## src/rtl/serial_adder_pkg.sv

```systemverilog
// Shared types and sizing helpers for the digit-serial adder.
// The state encoding and digit/counter sizing live here so the top and bench agree.
package serial_adder_pkg;

    typedef enum logic [1:0] {
        IDLE,
        RUN,
        DONE
    } adderStateT;

    function automatic int numDigits(input int width, input int digit);
        return width / digit;
    endfunction

    // A single-digit word still needs a one-bit counter so the port widths stay legal.
    function automatic int counterWidth(input int width, input int digit);
        int n;
        n = width / digit;
        return (n <= 1) ? 1 : $clog2(n);
    endfunction

endpackage

```

## src/rtl/serial_adder_digit.sv

```systemverilog
// Combinational DIGIT-bit ripple adder; also exposes the carry into its top bit
// so the caller can derive signed overflow on the final digit.
module digit_adder #(
    parameter int DIGIT = 1
) (
    input  logic [DIGIT-1:0] a,
    input  logic [DIGIT-1:0] b,
    input  logic             ci,
    output logic [DIGIT-1:0] s,
    output logic             co,
    output logic             c_msb
);

    logic carry;

    // The carry is a procedural variable so the ripple stays a single acyclic chain.
    always_comb begin
        s     = '0;
        co    = 1'b0;
        c_msb = 1'b0;
        carry = ci;
        for (int i = 0; i < DIGIT; i++) begin
            c_msb = carry;
            s[i]  = a[i] ^ b[i] ^ carry;
            carry = (a[i] & b[i]) | (carry & (a[i] ^ b[i]));
        end
        co = carry;
    end

endmodule

```

## src/rtl/serial_adder.sv

```systemverilog
// Digit-serial adder: one DIGIT-wide adder time-shared across a WIDTH-bit word,
// LSB first, with a start/busy/done handshake and held result registers.
module serial_adder
    import serial_adder_pkg::*;
#(
    parameter int WIDTH = 8,
    parameter int DIGIT = 1
) (
    input  logic             clk,
    input  logic             rst,
    input  logic             start,
    input  logic [WIDTH-1:0] in_a,
    input  logic [WIDTH-1:0] in_b,
    input  logic             cin,
    output logic             busy,
    output logic             done,
    output logic [WIDTH-1:0] sum,
    output logic             cout,
    output logic             overflow
);

    localparam int NDIG = numDigits(WIDTH, DIGIT);
    localparam int CNTW = counterWidth(WIDTH, DIGIT);
    localparam logic [CNTW-1:0] LAST = CNTW'(NDIG - 1);

    if (WIDTH < 1 || DIGIT < 1 || (WIDTH % DIGIT) != 0) begin : gBadParams
        $error("serial_adder: WIDTH must be >= 1 and an exact multiple of DIGIT");
    end

    adderStateT       state;
    adderStateT       stateNext;
    logic [CNTW-1:0]  cnt;
    logic [WIDTH-1:0] aSh;
    logic [WIDTH-1:0] bSh;
    logic             carry;
    logic             accept;
    logic             lastDigit;

    logic [DIGIT-1:0] dSum;
    logic             dCarry;
    logic             dMsbCarry;
    logic [WIDTH-1:0] sumNext;

    digit_adder #(
        .DIGIT(DIGIT)
    ) uDigit (
        .a    (aSh[DIGIT-1:0]),
        .b    (bSh[DIGIT-1:0]),
        .ci   (carry),
        .s    (dSum),
        .co   (dCarry),
        .c_msb(dMsbCarry)
    );

    // Result digits enter from the MSB end; the lowest stored digit is dropped each
    // shift, so only WIDTH-DIGIT bits need holding between cycles.
    if (NDIG == 1) begin : gSingle
        assign sumNext = dSum;
    end else begin : gMulti
        logic [WIDTH-DIGIT-1:0] partial;

        assign sumNext = {dSum, partial};

        always_ff @(posedge clk) begin
            if (rst) begin
                partial <= '0;
            end else if (accept) begin
                partial <= '0;
            end else if (state == RUN) begin
                partial <= sumNext[WIDTH-1:DIGIT];
            end
        end
    end

    assign accept    = start && (state == IDLE || state == DONE);
    assign lastDigit = (state == RUN) && (cnt == LAST);
    assign busy      = (state == RUN);
    assign done      = (state == DONE);

    // Next-state logic; start is ignored while RUN so an operation can never be aborted.
    always_comb begin
        stateNext = state;
        case (state)
            IDLE:    if (start) stateNext = RUN;
            RUN:     if (cnt == LAST) stateNext = DONE;
            DONE:    stateNext = start ? RUN : IDLE;
            default: stateNext = IDLE;
        endcase
    end

    // Datapath and result registers; results change only on the final-digit edge.
    always_ff @(posedge clk) begin
        if (rst) begin
            state    <= IDLE;
            cnt      <= '0;
            aSh      <= '0;
            bSh      <= '0;
            carry    <= 1'b0;
            sum      <= '0;
            cout     <= 1'b0;
            overflow <= 1'b0;
        end else begin
            state <= stateNext;
            if (accept) begin
                aSh   <= in_a;
                bSh   <= in_b;
                carry <= cin;
                cnt   <= '0;
            end else if (state == RUN) begin
                aSh   <= aSh >> DIGIT;
                bSh   <= bSh >> DIGIT;
                carry <= dCarry;
                cnt   <= cnt + CNTW'(1);
            end
            if (lastDigit) begin
                sum      <= sumNext;
                cout     <= dCarry;
                overflow <= dCarry ^ dMsbCarry;
            end
        end
    end

endmodule

```

## config.mk

```make
export PLATFORM = sky130hd
export DESIGN_NAME = serial_adder
export DESIGN_NICKNAME = d
export VERILOG_FILES = /design/src/rtl/serial_adder_pkg.sv /design/src/rtl/serial_adder_digit.sv /design/src/rtl/serial_adder.sv
export SDC_FILE = /design/constraint.sdc
export NUM_CORES = 1
export LEC_CHECK = 0
export CAP_MARGIN = 10
export CORE_ASPECT_RATIO = 1.1
export CORE_MARGIN = 5
export CORE_UTILIZATION = 35
export DETAILED_ROUTE_END_ITERATION = 8
export GPL_TIMING_DRIVEN = 1
export PLACE_DENSITY_LB_ADDON = 0.08
export SYNTH_ARGS = -nofsm -noshare
export SYNTH_HDL_FRONTEND = slang
export SYNTH_SLANG_ARGS = --single-unit
```

## constraint.sdc

```tcl
create_clock -name clk -period 1.2 [get_ports clk]
set_input_delay 0.24 -clock clk [delete_from_list [all_inputs] [get_ports clk]]
set_output_delay 0.24 -clock clk [all_outputs]
set_load 0.01 [all_outputs]
```

Word level (Yosys, flattened, before mapping)
Cells that the tools add are included.

Output and inout bits: 12. Bits of input ports: 20. Register bits: 39. Word-level logic and storage cells: 38.

$add $sub $neg: 1. Eq/ne operators: 5. Reductions and logical operators: 7. Bitwise gates (word level): 6. Muxes and demuxes: 10.

Operators with widths (count): $mux 8 (4); $pmux 2 s3 (1); $mux 2 (2); $add 3x1->3 const B (1); $eq 3x3->1 const B (1); $mux 1 (3); $xor 1x1->1 (3); $and 1x1->1 (2); $eq 2x1->1 const B (1); $eq 2x2->1 const B (1); $logic_and 1x1->1 (2); $logic_not 2->1 (1); $ne 2x1->1 const B (1); $ne 2x2->1 const B (1); $reduce_and 2->1 (1); $reduce_bool 2->1 (1); $reduce_or 2->1 (1); $logic_or 1x1->1 (1); $or 1x1->1 (1).

Longest topological paths before layout
Gate-level depths: netlist of run 1.

Depth in word-level cells: 5. Gate-level depth with buffers: 6. Depth with buffers taken out: 5.

Cells and area by module
A second synthesis of run 1 with hierarchy kept.

Cell total of the unflattened synthesis: 180. Area total of the unflattened synthesis: 1560.2 µm².

By module, submodules not included: serial_adder (sequential area each 780.7 µm², cells each 178, times used 1, area each 1532.7 µm²); digit_adder (sequential area each 0.0 µm², cells each 2, times used 1, area each 27.5 µm²).

Worst setup path after synthesis of run 1
Ideal clock, no wire load.

Kind: flip-flop to flip-flop. Start point: register cnt[0]. End point: register overflow. Setup time: 0.086 ns. Arrival time: 1.174 ns. Path slack: -0.060 ns. Data required time: 1.114 ns. Period minus slack after synthesis: 1.260 ns. Buffers on the path: 1. Cell stages (with the launch flop): 6. Cell sequence: dfxtp_1 -> ha_1 -> ha_1 -> and3b_1 -> buf_2 -> a211oi_1.

Cells in the longest elaborated chain, start to end: 2.

Ends and longest elaborated chain: from (decl) (line serial_adder.sv:32) `logic [CNTW-1:0] cnt;`; from (signal assigned) (line serial_adder.sv:113) `cnt <= cnt + CNTW'(1);`; $eq 3x3->1 (line serial_adder.sv:76) `assign lastDigit = (state == RUN) && (cnt == LAST);`; $logic_and 1x1->1 (line serial_adder.sv:76); to (signal assigned) (line serial_adder.sv:118) `overflow <= dCarry ^ dMsbCarry;`; to (decl) (line serial_adder.sv:19) `output logic overflow`.

No other way between the ends. A chain may end at the register's enable or synchronous reset.

Worst setup path after layout of run 1
Start point: register state[0]. End point: register bSh[2].

Cells in the longest elaborated chain, start to end: 4. Elaborated cells between the ends (all ways): 7. Those cells by class: eq/ne (2); mux (1); reduce/logical (4).

Ends and longest elaborated chain: from (decl) (line serial_adder.sv:30) `adderStateT state;`; from (signal assigned) (line serial_adder.sv:103) `state <= stateNext;`; $eq 2x2->1 / $logic_not 2->1 (equally long branches) (line serial_adder.sv:75) `assign accept = start && (state == IDLE || state == DONE);`; $logic_or 1x1->1 (line serial_adder.sv:75); $logic_and 1x1->1 (line serial_adder.sv:75); $mux 8 / $reduce_bool 2->1 (equally long branches); to (signal assigned) (line serial_adder.sv:106) `bSh <= in_b;`; to (signal assigned) (line serial_adder.sv:111) `bSh <= bSh >> DIGIT;`; to (decl) (line serial_adder.sv:34) `logic [WIDTH-1:0] bSh;`.

Several ways; a longest one is shown, not always the timed one.

==> results of run 1 <==
[repair_timing]
action,in CTS,in global routing
gates resized for setup,66,50
setup endpoints to repair,49,35
buffers inserted,1,1
pin swaps,14,8
gates cloned,1,2
[worst paths after layout]
kind | from | endpoint | slack, ps | cells after the start
worst max-delay path | state[0]$_SDFFE_PP0P_ | bSh[2]$_SDFFE_PP0P_ | -90 | 5
worst min-delay path | sum[6]$_SDFFE_PP0P_ | sum[6]$_SDFFE_PP0P_ | 450 | 2
worst max register to register | state[0]$_SDFFE_PP0P_ | bSh[2]$_SDFFE_PP0P_ | -90 | 5
worst min register to register | sum[6]$_SDFFE_PP0P_ | sum[6]$_SDFFE_PP0P_ | 450 | 2
[state kept, by name, summed over array words and instances, names as in the netlist]
signal,cells
aSh,8
bSh,8
sum,8
gMulti.partial,7
cnt,3
state,2
carry,1
cout,1
overflow,1
[where the power goes]
group          internal, mW  leakage (nW)  total, mW  switching (mW)
logic                 0.342         0.577      0.629           0.287
registers              1.35         0.320       1.41          0.0585
clock network         0.408        0.0422      0.849           0.441
total                  2.10         0.939       2.89           0.786
[through the flow]
| stage | total power, mW | worst slack (ps) | utilization [%] | TNS, ps |
|---|---|---|---|---|
| after CTS | 2.70 | -55.7 | 53.0 | -559 |
| final | 2.89 | -90.5 | 60.4 | -955 |
| after global placement | 1.78 | -261 | 46.8 | -7330 |
| after floorplan | 1.63 | 18.5 | - | 0 |
| after detailed placement | 1.79 | -290 | 46.8 | -8170 |
| after global routing | 3.01 | -137 | 60.4 | -2080 |
[logic make-up (layout without fill, tap and decap cells)]
family | count (synthesis) | after routing
simple gates | 81 | 81
fa+ha+maj | 3 | 3
xor+xnor | 2 | 2
compound gates | 39 | 39
flops | 39 | 39
mux | 1 | 1
buf+inv | 14 | 62
[tightest hold or removal path, cell delays in order (launching register included)]
cell and delay [ps]:
dfxtp_1 310, nand2_1 50, a21oi_1 50
[layer usage]
metal	track usage [%]	share of wire [%]	vias up	routed length, microns
li1	-	-	711	-
met1	15.5	40	689	1670
met2	24.8	55	34	2290
met3	4.41	4.2	6	178
met4	5.35	1.3	0	53
met5	0	0	-	0
[area by class of cell]
class	count	area share, %
Clock buffer	7	2.95
Clock inverter	1	0.194
Inverter	1	0.339
Multi-Input combinational cell	126	39.9
Sequential cell	39	30.4
Tap cell	54	2.61
Timing Repair Buffer	53	23.6
[synthesized netlist by cell type]
| master | count | area [sq um] |
|---|---|---|
| a22oi_1 | 3 | 22.5 |
| mux2i_1 | 1 | 10.0 |
| o22ai_1 | 8 | 50.1 |
| a21oi_1 | 22 | 110 |
| nand3b_1 | 1 | 7.51 |
| ha_1 | 2 | 25.0 |
| a311oi_1 | 4 | 35.0 |
| and2b_1 | 1 | 7.51 |
| nor3_1 | 17 | 85.1 |
| xnor2_1 | 2 | 17.5 |
| buf_4 | 2 | 15.0 |
| nor2b_1 | 1 | 6.26 |
| clkbuf_1 | 1 | 3.75 |
| nor2_1 | 8 | 30.0 |
| fa_1 | 1 | 20.0 |
| or2b_1 | 1 | 7.51 |
| clkbuf_2 | 1 | 5.00 |
| o21a_1 | 1 | 7.51 |
| and3b_1 | 1 | 8.76 |
| nand2b_1 | 2 | 12.5 |
| nand3_1 | 4 | 20.0 |
| buf_6 | 4 | 45.0 |
| buf_1 | 1 | 3.75 |
| nand2_1 | 45 | 169 |
| dfxtp_1 | 39 | 781 |
| a211oi_1 | 1 | 7.51 |
| inv_6 | 1 | 8.76 |
| buf_2 | 4 | 20.0 |
[cell usage in the layout (no fill, tap or decap), types with 2 or more instances in the layout]
cell             Yosys  routed
o22ai_4              0       2
o22ai_2              0       5
buf_12               0       4
nand2_2              0       9
buf_16               0       2
nor2_1               8       3
buf_6                4       5
a311oi_2             0       4
dlygate4sd2_1        0       9
clkbuf_8             0       5
nor3_1              17       3
buf_8                0       2
nor3_4               0       6
a21oi_2              0       9
nand2b_4             0       2
buf_4                2       8
nor2_2               0       3
xnor2_1              2       2
clkdlybuf4s50_1      0      19
nor3_2               0       8
dfxtp_1             39      35
a22oi_2              0       2
ha_4                 0       2
clkbuf_1             1       2
nand2_1             45      35
clkbuf_16            0       2
nor2_4               0       2
nand3_2              0       4
a21oi_1             22      13
dfxtp_2              0       4
==> results.cfg, run 1 <==
[power]
leakage_nw = 0.939
ir_worst_vdd_mv = 0.602
p_per_area_nw_per_um2 = 1120

[floorplanning]
design.core.area_sq_um = 4290
dieArea_sq_um = 5830
io_pins = 32
fp.dieW_microns = 73.3
die_y_microns = 79.6
rows = 25
initial_core_util_pct = 36.0

[worst_setup_path]
crit_path_end_kind = flop
critical_path_buf_inv_count = 2
cp_slowest_cell = dfxtp_2
path_max_fanout = 5
critical_path_class = reg -> reg
slowest_delay_ps = 340
path_delay_family = simple AND/OR/NAND/NOR gates
required_ps = 1380
crit_path_cell_trace = buf_6, or2b_4, buf_12, o22ai_1, nor3_2
crit_path_start_kind = flop
cp_data_arrival_time_ps = 1470

[route]
via_per_inst = 5.12
antenna_left = 0
drt-pass1-iter-count = 4
drc = 0
dr.first_iter.drc_count = 60
via_count = 1440
wl_per_cell_microns = 14.9
wl_mm = 4.19

[sta]
tightest_slew_ps = 212
post-route-period-util_pct = 108
slew_viol_final = 0
hold_viol_final = 0
fmax_mhz = 775
rsz0062_at_grt = true
fin_ws_ps = -90.5
skew_ps = 2.08
worst_hold_slack_ps = 453
slew_headroom_pct = 85.9
setup_violations = 24
layout_min_cycle_time_ps = 1290

[synthesis]
syn_nets = 202
synthDistinctLibCells = 28
synth.avg_cell_area_sq_um = 8.61
synth.yosys.seq_area_share_pct = 50.6
synth_fa_ha_area_share_pct = 2.92
ys_seq_elements = 39
netlist_instances = 179
muxShareOfSynthArea_pct = 0.649
synth_top_family_by_area = simple AND/OR/NAND/NOR gates
synthSimpleGateAreaFrac_pct = 23.0
ys_warn_count = 0
synth_xor_area_share_pct = 1.14
synth_compound_area_share_pct = 15.1
synth_area_sq_um = 1540

[placement]
port_buffers = 31
dp_cells = 268
gp_congestion = 0.768
dp_hpwl_mm = 2.41
placed_area_sq_um = 2000

[clock_network]
cts_tree = yes
cts_buffer_depth = 2
cts_hold_buffers = 0
clock_latency_ps = 290
clock_sinks = 39
cts-root-buf = clkbuf_8
path_clk_slew_ps = 70
cts_htree_levels = 2
numCtsBuffers = 5

[global_routing]
antenna_found_initial = 0
grt_use_total_pct = 14.1
grt_start_max_net_pins = 27
grt_pass1_wl_mm = 6.49
grt_pass1_vias = 1512
gr-total-overflow = 0

[final_layout]
n_fill_cell = 352
nets = 249
design_area_sq_um = 2590
drive_gt1_share_pct = 44.1
multi_input_area_sq_um = 1030
fin_cells = 281
antennaDiodeCount = 0
register_area_sq_um = 786
area.growth.synth_to_final_pct = 67.8

[flow_run]
cap_viol_max_count = 0

[hold_path]
worst_hold_path_type = reg -> reg

[status]
status = finished, violations left
violations = setup timing
Note: power is estimated with default switching activity, not from simulation.
==> run 2: changes to the inputs <==
Clock period 1.2 ns to 1.6 ns, I/O delays scaled along.
==> run 2 against run 1 <==
  * The run now ends clean
  * Routed wire length is 22% lower
  * Sequential share of layout area rose by 7.7 points
  * Flip-flop and latch count is the same
  * Clock-buffer cell count fell by 1
  * Cell area down 21%
  * Clock power fell by 0.9%
  * Cell count decreased by 3.9%
  * Total power decreased by 26%
  * Worst setup slack improved by 210 ps
  * Non-clock buffer count fell by 11
  * Highest routed layer unchanged
  * Hold slack better by 1.7 ps
  * Sequential power is 26% lower
==> results.cfg, run 2 (synthesis results as in run 1) <==
[worst_setup_path]
critical_path_class = reg -> out
crit_path_start_kind = flop
crit_path_cell_trace = nand2b_2, inv_6, dlygate4sd2_1
path_max_fanout = 4
slowest_delay_ps = 330
cp_data_arrival_time_ps = 1160
path_delay_family = flip-flops
critical_path_buf_inv_count = 2
required_ps = 1280
cp_slowest_cell = dfxtp_1
crit_path_end_kind = output pin

[clock_network]
clock_latency_ps = 290
cts_tree = yes
cts_setup_buffers = 0
cts_hold_buffers = 0
cts_resized = 3
clock_sinks = 39
numCtsBuffers = 5
cts-root-buf = clkbuf_8
cts_buffer_depth = 2
path_clk_slew_ps = 80
cts_htree_levels = 2

[route]
via_per_inst = 4.90
wl_met2_mm = 1.61
antenna_left = 0
dr.first_iter.drc_count = 94
wl_mm = 3.26
wl_per_cell_microns = 12.1
via_count = 1322
wl_met3_microns = 163
drc = 0
met1_length_mm = 1.44
top_layer_used = met4
drt-pass1-iter-count = 4

[power]
power.switching_uw = 487
ir_worst_vdd_mv = 0.468
clkPwrFrac_pct = 39.3
leakage_nw = 0.742
internal-power_mw = 1.65
p_per_area_nw_per_um2 = 1040
comb_power_share_pct = 12.1
power_frac_seq_pct = 48.6
swShare_pct = 22.8

[final_layout]
nets = 238
area.growth.synth_to_final_pct = 33.1
top_regs = aSh x8, bSh x8, sum x8
final_common_cell = nand2_1
antennaDiodeCount = 0
fin_cells = 270
final_cell_mix = nand2_1, dfxtp_1, clkdlybuf4s50_1, a21oi_1, nor3_1
drive_gt1_share_pct = 9.72

[placement]
gp_congestion = 0.751
dp_cells = 262
port_buffers = 31
dp_hpwl_mm = 2.37

[floorplanning]
dieArea_sq_um = 5830
design.core.area_sq_um = 4290
rows = 25
initial_core_util_pct = 36.0
die_y_microns = 79.6
fp.dieW_microns = 73.3
io_pins = 32

[sta]
tightest_slew_ps = 393
slew_viol_final = 0
rsz0062_at_grt = false
final.setup.tns_ps = 0
skew_ps = 5.67
fmax_mhz = 674
post-route-period-util_pct = 92.7
slew_headroom_pct = 73.7
setup_violations = 0
hold_viol_final = 0
layout_min_cycle_time_ps = 1480

[global_routing]
grt_pass1_vias = 1308
gr-total-overflow = 0
antenna_found_initial = 0
grt_start_max_net_pins = 27
grt_pass1_wl_mm = 5.58
grt_use_total_pct = 12.0

[hold_path]
worst_hold_path_type = reg -> reg

[flow_run]
cap_viol_max_count = 0

[status]
status = completed
-- run 2: cell types whose count changed in the layout (fill, tap and decap cells not counted), sizes merged --
cell	previous run	this run
clkdlybuf4s50	19	29
buf	22	11
dlygate4sd2	9	2
clkbuf	10	6
bufinv	0	1
-- run 2: worst paths after layout --
path,start,to,slack [ps],depth (start not counted)
setup reg to reg,cnt[0]$_SDFFE_PP0P_,sum[0]$_SDFFE_PP0P_,220,5
hold / removal,sum[6]$_SDFFE_PP0P_,sum[6]$_SDFFE_PP0P_,450,2
setup / recovery,state[1]$_SDFFE_PP0P_,busy,120,3
hold reg to reg,sum[6]$_SDFFE_PP0P_,sum[6]$_SDFFE_PP0P_,450,2
-- run 2: cell type report --
| cell class | count | area (sq um) |
|---|---|---|
| clock buffer | 6 | 82.6 |
| clock inverter | 2 | 35.0 |
| fill | 418 | 2230 |
| inverter | 1 | 8.76 |
| multi-input combinational | 126 | 662 |
| sequential | 39 | 781 |
| tap | 54 | 67.6 |
| timing repair buffer | 42 | 415 |
-- run 2: power by group through the flow --
stage | Sequential (mW) | Combinational [mW] | Clock [mW]
6_report | 1.04 | 0.258 | 0.841
5_1_grt | 1.05 | 0.287 | 0.910
4_1_cts | 1.04 | 0.260 | 0.865
3_5_place_dp | 1.06 | 0.261 | 0
3_3_place_gp | 1.06 | 0.258 | 0
2_1_floorplan | 1.06 | 0.167 | 0
-- run 2: worst reg2reg max path, delay by kind of cell, from the launching register on --
kind	cells	cell delay [ps]
and+or+nand+nor	2	430
adders and majority gates	2	420
DFF	1	320
AOI/OAI and AO/OA	1	140
-- run 2: stage by stage --
stage	util (%)	worst slack, ps	instance area, sq um	hold slack [ps]	total power, mW
floorplan	-	340	1540	432	1.22
global placement	45.1	47.1	1930	443	1.32
detailed placement	45.1	22.1	1930	446	1.32
CTS	47.9	100	2050	457	2.17
global route	47.9	46.9	2050	469	2.24
finish	47.9	116	2050	455	2.14
-- run 2: metal layers --
metal | global-route usage [%] | vias to the layer above
li1 | - | 683
met3 | 3.65 | 7
met2 | 21.5 | 38
met4 | 4.43 | 0
met1 | 13.2 | 594
met5 | 0 | -
==> run 3: changes to the inputs <==
Settings changed: CORE_UTILIZATION 35 to 53, GPL_ROUTABILITY_DRIVEN set to 0.
==> run 3 against run 2 <==
  * Hold slack gained 6.5 ps
  * Routed wire length shrank 1.7%
  * Worst setup slack lost 47 ps
  * Clock skew is essentially flat
  * Total power shrank 19%
  * Cell count shrank 8.9%
  * Register-to-register slack lost 30 ps
  * Die area shrank 30%
  * Cell area shrank 5.7%
  * Critical path type unchanged
  * Critical endpoint is now sum[4]
  * Largest cell class unchanged
==> results.cfg, run 3 (synthesis results as in run 1) <==
[placement]
port_buffers = 31
dp_cells = 240
dp_hpwl_mm = 2.32

[global_routing]
grt_pass1_vias = 1335
antenna_found_initial = 0
grt_pass1_wl_mm = 5.57
grt_start_max_net_pins = 27
gr-total-overflow = 0
grt_use_total_pct = 18.6

[final_layout]
final_cell_mix = nand2_1, dfxtp_1, clkdlybuf4s50_1, a21oi_1, nor3_1
nets = 237
area.growth.synth_to_final_pct = 25.6
fin_cells = 246
antennaDiodeCount = 0
final_common_cell = nand2_1
drive_gt1_share_pct = 8.45
top_regs = aSh x8, bSh x8, sum x8

[flow_run]
cap_viol_max_count = 0

[clock_network]
clock_latency_ps = 330
numCtsBuffers = 5
cts_tree = yes
cts-root-buf = clkbuf_4
path_clk_slew_ps = 100
cts_buffer_depth = 2
cts_htree_levels = 2
cts_hold_buffers = 0
clock_sinks = 39

[sta]
slew_headroom_pct = 75.2
slew_viol_final = 0
post-route-period-util_pct = 95.7
tightest_slew_ps = 370
setup_violations = 0
worst_hold_slack_ps = 461
hold_viol_final = 0
rsz0062_at_grt = false
layout_min_cycle_time_ps = 1530
fmax_mhz = 653
skew_ps = 5.78
final.setup.tns_ps = 0

[floorplanning]
initial_core_util_pct = 55.5
fp.dieW_microns = 61.4
dieArea_sq_um = 4090
io_pins = 32
die_y_microns = 66.6
rows = 20
design.core.area_sq_um = 2780

[worst_setup_path]
crit_path_end_kind = output pin
required_ps = 1280
path_delay_family = buffers and inverters
cp_slowest_cell = clkdlybuf4s50_1
slowest_delay_ps = 530
critical_path_class = reg -> out
critical_path_buf_inv_count = 1
cp_data_arrival_time_ps = 1210
path_max_fanout = 2
crit_path_start_kind = flop
crit_path_cell_trace = clkdlybuf4s50_1

[route]
drc = 0
via_count = 1324
drt-pass1-iter-count = 4
via_per_inst = 5.38
wl_mm = 3.20
wl_per_cell_microns = 13.0
antenna_left = 0
dr.first_iter.drc_count = 63

[power]
ir_worst_vdd_mv = 0.884
leakage_nw = 0.733
p_per_area_nw_per_um2 = 894

[hold_path]
worst_hold_path_type = reg -> reg

[status]
status = completed
-- run 3: timing repair --
item	CTS	global route
buffers inserted	0	0
pin swaps	0	0
hold endpoints to repair	0	0
resized for setup	4	2
setup endpoints to repair	2	2
-- run 3: metrics by stage --
stage                     utilization [%]  cell area, sq um  power, mW  setup slack [ps]
final                                69.7              1940       1.73              69.4
after global routing                 69.7              1940       1.84              1.08
after CTS                            69.5              1930       1.76              40.7
after detailed placement             68.0              1890       1.31             -15.5
after global placement               68.0              1890       1.30              62.4
after floorplan                         -              1540       1.22               340
-- run 3: routing by layer --
layer / up-vias / global-route usage [%] / share of wire, % / routed length (microns)
li1: 681 / - / - / -
met5: - / 0 / 0 / 0
met2: 41 / 31.6 / 50 / 1620
met4: 0 / 9.02 / 1.7 / 55
met3: 6 / 7.17 / 6.9 / 221
met1: 596 / 19.5 / 41 / 1310
-- run 3: final cells by class --
class	count	area, sq um
clock buffers	6	41.3
flip-flops and latches	39	782
repair buffers	41	400
fillers	235	842
multi-input cells	126	662
inverters	1	8.76
well taps	33	41.3
-- run 3: final timing paths --
kind | startpoint | to | slack [ps] | depth (start not counted)
setup reg to reg | state[1]$_SDFFE_PP0P_ | aSh[4]$_SDFFE_PP0P_ | 190 | 5
hold / removal | gMulti.partial[0]$_SDFFE_PP0P_ | gMulti.partial[0]$_SDFFE_PP0P_ | 460 | 2
hold reg to reg | gMulti.partial[0]$_SDFFE_PP0P_ | gMulti.partial[0]$_SDFFE_PP0P_ | 460 | 2
setup / recovery | sum[4]$_SDFFE_PP0P_ | sum[4] | 70 | 1
-- run 3: power by group --
group	leakage (nW)	internal (mW)	switching [mW]
logic	0.390	0.126	0.123
registers	0.318	1.02	0.0284
clock network	0.0242	0.156	0.281
total	0.733	1.30	0.433
